**config.mk**
```make
export PLATFORM = sky130hd
export DESIGN_NAME = fetch_queue
export DESIGN_NICKNAME = d
export VERILOG_FILES = /design/src/rtl/fetch_queue_pkg.sv /design/src/rtl/fq_fifo.sv /design/src/rtl/fetch_queue.sv
export SDC_FILE = /design/constraint.sdc
export NUM_CORES = 1
export LEC_CHECK = 0
export CAP_MARGIN = 10
export CORE_UTILIZATION = 51
export CTS_BUF_LIST = sky130_fd_sc_hd__clkbuf_16
export CTS_CLUSTER_DIAMETER = 80
export DETAILED_ROUTE_END_ITERATION = 7
export GPL_TIMING_DRIVEN = 0
export PLACE_DENSITY = 0.73
export SETUP_SLACK_MARGIN = 0.02
export SYNTH_ARGS = -nofsm -noshare
export SYNTH_HDL_FRONTEND = slang
export SYNTH_SLANG_ARGS = --single-unit
```
**constraint.sdc**
```tcl
create_clock -name clock -period 9.51 [get_ports clock]
set_input_delay 1.902 -clock clock [delete_from_list [all_inputs] [get_ports clock]]
set_output_delay 1.902 -clock clock [all_outputs]
set_load 0.01 [all_outputs]
```
**src/rtl/fetch_queue_pkg.sv**
```systemverilog
// fetch_queue_pkg: shared types for the fetch front end.
//   IF_ID_PACKET - packet handed to decode (inst, PC, NPC, valid)
//   FETCH_ENTRY  - one buffered instruction (inst, PC, NPC)
//   XLEN, FQ_DEPTH_DEF - datapath width and default queue depth
package fetch_queue_pkg;
  localparam int XLEN         = 32;
  localparam int FQ_DEPTH_DEF = 4;

  typedef struct packed {
    logic [XLEN-1:0] inst;
    logic [XLEN-1:0] PC;
    logic [XLEN-1:0] NPC;
    logic            valid;
  } IF_ID_PACKET;

  typedef struct packed {
    logic [XLEN-1:0] inst;
    logic [XLEN-1:0] PC;
    logic [XLEN-1:0] NPC;
  } FETCH_ENTRY;
endpackage

```
**src/rtl/fq_fifo.sv**
```systemverilog
// fq_fifo: circular buffer of FETCH_ENTRY accepting 0-2 pushes and 0-1 pop
// per cycle.
//   clock, reset     - clock, synchronous active-high reset
//   flush            - empty the buffer next cycle
//   push0/entry0     - first push, written at tail
//   push1/entry1     - second push, written at tail+1 (only with push0)
//   pop              - retire head
//   head             - current head entry (valid only when count != 0)
//   count            - occupancy, one bit wider than the pointers
module fq_fifo
  import fetch_queue_pkg::*;
#(
  parameter int  DEPTH = FQ_DEPTH_DEF,
  localparam int AW    = $clog2(DEPTH)
) (
  input  logic       clock,
  input  logic       reset,
  input  logic       flush,
  input  logic       push0,
  input  logic       push1,
  input  FETCH_ENTRY entry0,
  input  FETCH_ENTRY entry1,
  input  logic       pop,
  output FETCH_ENTRY head,
  output logic [AW:0] count
);
  FETCH_ENTRY      mem [DEPTH];
  logic [AW-1:0]   hd, tl, tl1;

  assign tl1  = tl + AW'(1);
  assign head = mem[hd];

  // Per-slot write port: a slot takes entry0 when it is the tail, entry1
  // when it is the slot after the tail.
  for (genvar i = 0; i < DEPTH; i++) begin : g_slot
    always_ff @(posedge clock) begin
      if (push0 && tl == AW'(i))
        mem[i] <= entry0;
      else if (push1 && tl1 == AW'(i))
        mem[i] <= entry1;
    end
  end

  always_ff @(posedge clock) begin
    if (reset || flush) begin
      hd    <= '0;
      tl    <= '0;
      count <= '0;
    end else begin
      tl    <= tl + AW'(push0) + AW'(push1);
      if (pop) hd <= hd + AW'(1);
      count <= count + (AW+1)'(push0) + (AW+1)'(push1) - (AW+1)'(pop);
    end
  end
endmodule

```
**src/rtl/fetch_queue.sv**
```systemverilog
// fetch_queue: owns the fetch PC, issues aligned 64-bit line requests (one in
// flight at most), splits responses into 32-bit instructions, and presents
// them to decode through a small FIFO. Handles squash/redirect including a
// stale in-flight response.
//   clock, reset            - clock, synchronous active-high reset
//   squash_en, squash_pc    - redirect; flushes queue, reloads PC
//   stop_fetch              - inhibit new requests (queue still drains)
//   imem_req_valid/addr/ready - line request handshake
//   imem_rsp_valid/data     - line response (low word at addr)
//   if_packet, id_ready     - FIFO head to decode, consumed when ready
//   fq_count                - queue occupancy
module fetch_queue
  import fetch_queue_pkg::*;
#(
  parameter int              FQ_DEPTH = FQ_DEPTH_DEF,
  parameter logic [XLEN-1:0] RESET_PC = '0,
  localparam int             CW       = $clog2(FQ_DEPTH) + 1
) (
  input  logic            clock,
  input  logic            reset,
  input  logic            squash_en,
  input  logic [XLEN-1:0] squash_pc,
  input  logic            stop_fetch,
  output logic            imem_req_valid,
  output logic [XLEN-1:0] imem_req_addr,
  input  logic            imem_req_ready,
  input  logic            imem_rsp_valid,
  input  logic [63:0]     imem_rsp_data,
  output IF_ID_PACKET     if_packet,
  input  logic            id_ready,
  output logic [CW-1:0]   fq_count
);
  logic [XLEN-1:0] pc;
  logic            outstanding, drop_next;
  logic            rsp_fire, push0, push1, pop, room;
  FETCH_ENTRY      entry0, entry1, head;

  // Two free slots before issuing, so any response always fits.
  assign room           = fq_count <= CW'(FQ_DEPTH - 2);
  assign imem_req_valid = !reset && !outstanding && !stop_fetch && !squash_en && room;
  assign imem_req_addr  = {pc[XLEN-1:3], 3'b000};

  assign rsp_fire = imem_rsp_valid && outstanding;
  assign push0    = rsp_fire && !drop_next && !squash_en;
  // Second word only when fetch starts on the low half of the line.
  assign push1    = push0 && !pc[2];

  assign entry0 = '{inst: pc[2] ? imem_rsp_data[63:32] : imem_rsp_data[31:0],
                    PC: pc, NPC: pc + 32'd4};
  assign entry1 = '{inst: imem_rsp_data[63:32], PC: pc + 32'd4, NPC: pc + 32'd8};

  assign if_packet = '{inst: head.inst, PC: head.PC, NPC: head.NPC,
                       valid: (fq_count != '0) && !squash_en};
  assign pop       = if_packet.valid && id_ready;

  always_ff @(posedge clock) begin
    if (reset) begin
      pc          <= RESET_PC;
      outstanding <= 1'b0;
      drop_next   <= 1'b0;
    end else if (squash_en) begin
      pc <= squash_pc;
      if (rsp_fire) begin
        // Response landed in the squash cycle itself: consume and discard.
        outstanding <= 1'b0;
        drop_next   <= 1'b0;
      end else if (outstanding) begin
        drop_next   <= 1'b1;
      end
    end else if (rsp_fire) begin
      outstanding <= 1'b0;
      if (drop_next) drop_next <= 1'b0;
      else           pc <= pc + (pc[2] ? 32'd4 : 32'd8);
    end else if (imem_req_valid && imem_req_ready) begin
      outstanding <= 1'b1;
    end
  end

  fq_fifo #(.DEPTH(FQ_DEPTH)) u_fifo (
    .clock (clock),
    .reset (reset),
    .flush (squash_en),
    .push0 (push0),
    .push1 (push1),
    .entry0(entry0),
    .entry1(entry1),
    .pop   (pop),
    .head  (head),
    .count (fq_count)
  );
endmodule

```
==> Implementation_results.wiki <==
{| class="wikitable"
! Metric !! Value
|-
| Status || finished clean
|-
| Sequential area share after synthesis || 0.583
|-
| Cell leakage power || 9.14 nW
|-
| Number of max-cap violations || 0
|-
| Htree depth || 2
|-
| Clock power frac || 0.421
|-
| Global placement routability congestion || just under 0.9
|-
| Count of synthesis-stage warnings from yosys || 0
|-
| Proportion of layout cells with a drive suffix above 1 || 0.121
|-
| Power density over the cells || 157 mW/mm^2
|-
| Most common cell after layout, fill and taps aside || nand2_1
|-
| DRC violations left || 0
|-
| Initial antenna violation count || 0
|-
| Number of clock buffers inserted by TritonCTS || 45
|-
| Post-layout net count || ~2.2k
|-
| Area of the die || ~0.042 mm^2
|-
| Layer with the highest usage after global routing || met2
|-
| Routed wire length || between 50000 and 60000 um
|-
| Max transition margin || 0.253
|-
| Buffers inserted during post-CTS setup optimization || 0
|-
| Avg Cell Area, Syn || around 12 um^2
|-
| DRT Pass-1 Iters || 8
|-
| Die Ht || 204 um
|-
| Global-route usage over all layers || 0.275
|-
| Maximum number of pins on one net before global-route repair || 24
|-
| Critical path class || in2out
|-
| CTS Hold Bufs || 0
|-
| Via count || 14.8k
|-
| Commonest cells after routing, fill and taps aside || nand2_1 (507), edfxtp_1 (376), clkdlybuf4s50_1 (231)
|-
| Gate power share || 0.077
|-
| Part of the cycle the worst path needs || 0.610
|-
| Internal power || 3.16 mW
|-
| Drt via density || ~5.6
|-
| Effective utilization at floorplan || 0.521
|-
| Clock insertion delay at the later pin of the skew report || 0.56 ns
|-
| Worst setup EP type || output port
|-
| Placed cell area || ~0.024 mm^2
|-
| Fin. max-slew vios || 0
|-
| Wire length of the first global-routing pass || roughly 86000 um
|-
| Core box area || roughly 0.040 mm^2
|-
| P&R area growth vs syn || 23.9%
|-
| Final total power || between 4 and 5 mW
|-
| Post-synthesis instance area || 0.0208 mm^2
|-
| Met1 Resource Use GR || 0.353
|-
| CTS Root Cell || clkbuf_16
|-
| Count of antenna-violating nets left after detailed routing || 0
|-
| Global routing usage on met2 || 0.471
|-
| Unrepaired setup endpoints after global routing || false
|-
| Worst hold-check path type || reg2reg
|-
| Cell variety after synth || slightly above 50
|-
| Relative contribution of sequential cells to total power || 0.502
|-
| Grt total ovfl || 0
|-
| Quantity of I/O buffers inserted on ports || ~230
|-
| Top-level port count || about 240
|-
| Mean routed wirelength per cell || approximately 22 um
|-
| Share of the synthesized area in the top cell type || 0.542
|-
| Detailed placer's ending HPWL || 40300 um
|-
| Switching power as a share of total power || 0.223
|-
| Post-synth EDFFs || ~380
|-
| Maximum clock frequency || around 0.17 GHz
|-
| CP required || between 7 and 8 ns
|-
| Most used flip-flop cell after synthesis || edfxtp_1
|-
| Die Wd || 204 um
|-
| Crit-path max FO || 9
|-
| Biggest area consumer among synthesized cells || edfxtp_1
|-
| CTS max path bufs || 3
|-
| Clock tree skew after final layout || approximately 0.022 ns
|-
| Clock edge transition at the registers on the reported setup and hold paths || ~0.060 ns
|-
| Number of global-route vias before repair || around 15k
|-
| Number of storage elements in the synthesis netlist || roughly 420
|-
| Cells after synthesis || around 1.8k
|-
| Global-route track usage on met3 || 0.0486
|-
| Area of all placed cells without fillers || roughly 0.026 mm^2
|-
| Worst Tran Pin Value || 1.12 ns
|-
| TritonCTS sink count || ~420
|-
| Setup-violating endpoint count in the final report || 0
|-
| Most frequent CP cell || clkdlybuf4s50_1
|-
| CTS tree || built
|-
| Slowest stage cell, crit path || clkdlybuf4s50_1
|-
| Number of hold-slack violations in the final timing report || 0
|-
| NetSw || 0.906 mW
|-
| Number of rows in the core area || 73
|-
| Dominant cells by area after synthesis || edfxtp_1 (54%), mux4_2 (10%), nand2_1 (9.1%), xnor2_1 (4.7%), dfxtp_1 (4.1%)
|-
| Final min period || 5.80 ns
|-
| Slowest cell delay on critical path || approximately 0.61 ns
|-
| Cts repair resizes || 0
|-
| Element type at the critical path start || input port
|-
| Worst-case register-to-register setup slack || slightly above 6 ns
|-
| FFs w/ async S/R, synth || 0
|-
| Data arrival at the endpoint of the critical path || 3.90 ns
|-
| Ordered cell list for the critical path || clkdlybuf4s50_1, or2_2, clkbuf_1, nor4_1, clkdlybuf4s50_1
|-
| Iteration-0 DRC count of the detailed router || 1435
|-
| Max VDD drop || between 0.1 and 0.15 mV
|}
==> worst paths after layout <==
kind,cells past startpoint,to,start
setup / recovery,5,imem_req_valid,squash_en
hold / removal,0,u_fifo.mem[0][32],pc[0]
setup reg to reg,11,pc[27],pc[2]
hold reg to reg,0,u_fifo.mem[0][32],pc[0]
==> registers in the layout, summed over array words and instances (netlist names), named ones only <==
register,cells
drop_next,1
u_fifo.count,3
outstanding,1
u_fifo.mem,376
u_fifo.hd,2
pc,32
u_fifo.tl,2
==> layout make-up <==
type                       count  area (um^2)
antenna                        2         5.00
buffer                       210          955
clock buffer                  47         1180
clock inverter                34          250
fill                        2969        14200
inverter                      15         56.3
multi-input combinational   1124         7740
sequential                   419        12200
tap                          525          657
timing repair buffer         254         2850
==> power groups by stage <==
stage               sequential, mW  clock (mW)  combinational (mW)
finish                        2.04        1.71               0.314
global route                  2.04        1.80               0.341
detailed placement            2.08           0               0.310
floorplan                     2.08           0               0.174
global placement              2.08           0               0.297
CTS                           2.04        1.73               0.313
==> logic make-up after synthesis <==
kind of cell | after synthesis | share of synthesized area
buffers and inverters | 225 | 0.0485
multiplexers | 112 | 0.110
AO/OA/AOI/OAI | 70 | 0.0206
adder cells (fa/ha/maj) | 8 | 0.00588
AND/OR/NAND/NOR | 739 | 0.151
flip-flops | 419 | 0.583
XOR/XNOR | 192 | 0.0807
other | 1 | 0.000180
==> critical path: cells and delay by family <==
| family | cells | cell delay (ns) |
|---|---|---|
| buf+inv | 3 | 1.32 |
| simple gates | 2 | 0.69 |
==> synthesized netlist by cell type, types with 2 or more instances <==
cell type  instances
nor3_1            17
mux4_2            94
a21boi_0           3
nor2_2             2
nor3_2             5
nand4_1           16
or3_1              8
and3_1             4
clkbuf_1         131
nor2b_1            6
fa_1               3
or4_1              5
dfxtp_1           43
xnor2_1          111
nor4_4             3
o21ai_0           10
a311oi_1           6
nor3b_1            3
xor2_1            81
nand2b_1           2
or2_2              5
ha_1               5
nor4_1            11
and2_1             3
a31oi_1            2
buf_2             16
mux2i_1           18
nand2_1          507
buf_6              2
inv_1             13
buf_4             35
edfxtp_1         376
a21oi_1           30
and4_1             6
buf_1             26
nand3_1            9
nor2_1           119
a211oi_1          17
==> metal layers <==
layer	vias up	wire [um]
li1	6685	-
met1	7183	21900
met2	781	28400
met3	124	5240
met4	0	1760
met5	-	0
==> per-stage QoR <==
| stage | setup TNS, ns | cells | setup WS (ns) | util | hold slack, ns |
|---|---|---|---|---|---|
| after floorplan | 0 | 1768 | 1.94 | - | 0.459 |
| after global placement | -630.29 | 2524 | -2.66 | 0.596 | 0.490 |
| after detailed placement | 0 | 2546 | 3.75 | 0.610 | 0.496 |
| after CTS | 0 | 2627 | 3.71 | 0.645 | 0.510 |
| after global routing | 0 | 2628 | 3.54 | 0.646 | 0.534 |
| final | 0 | 2630 | 3.71 | 0.646 | 0.507 |
No activity file was read; power rests on OpenSTA's default activity.
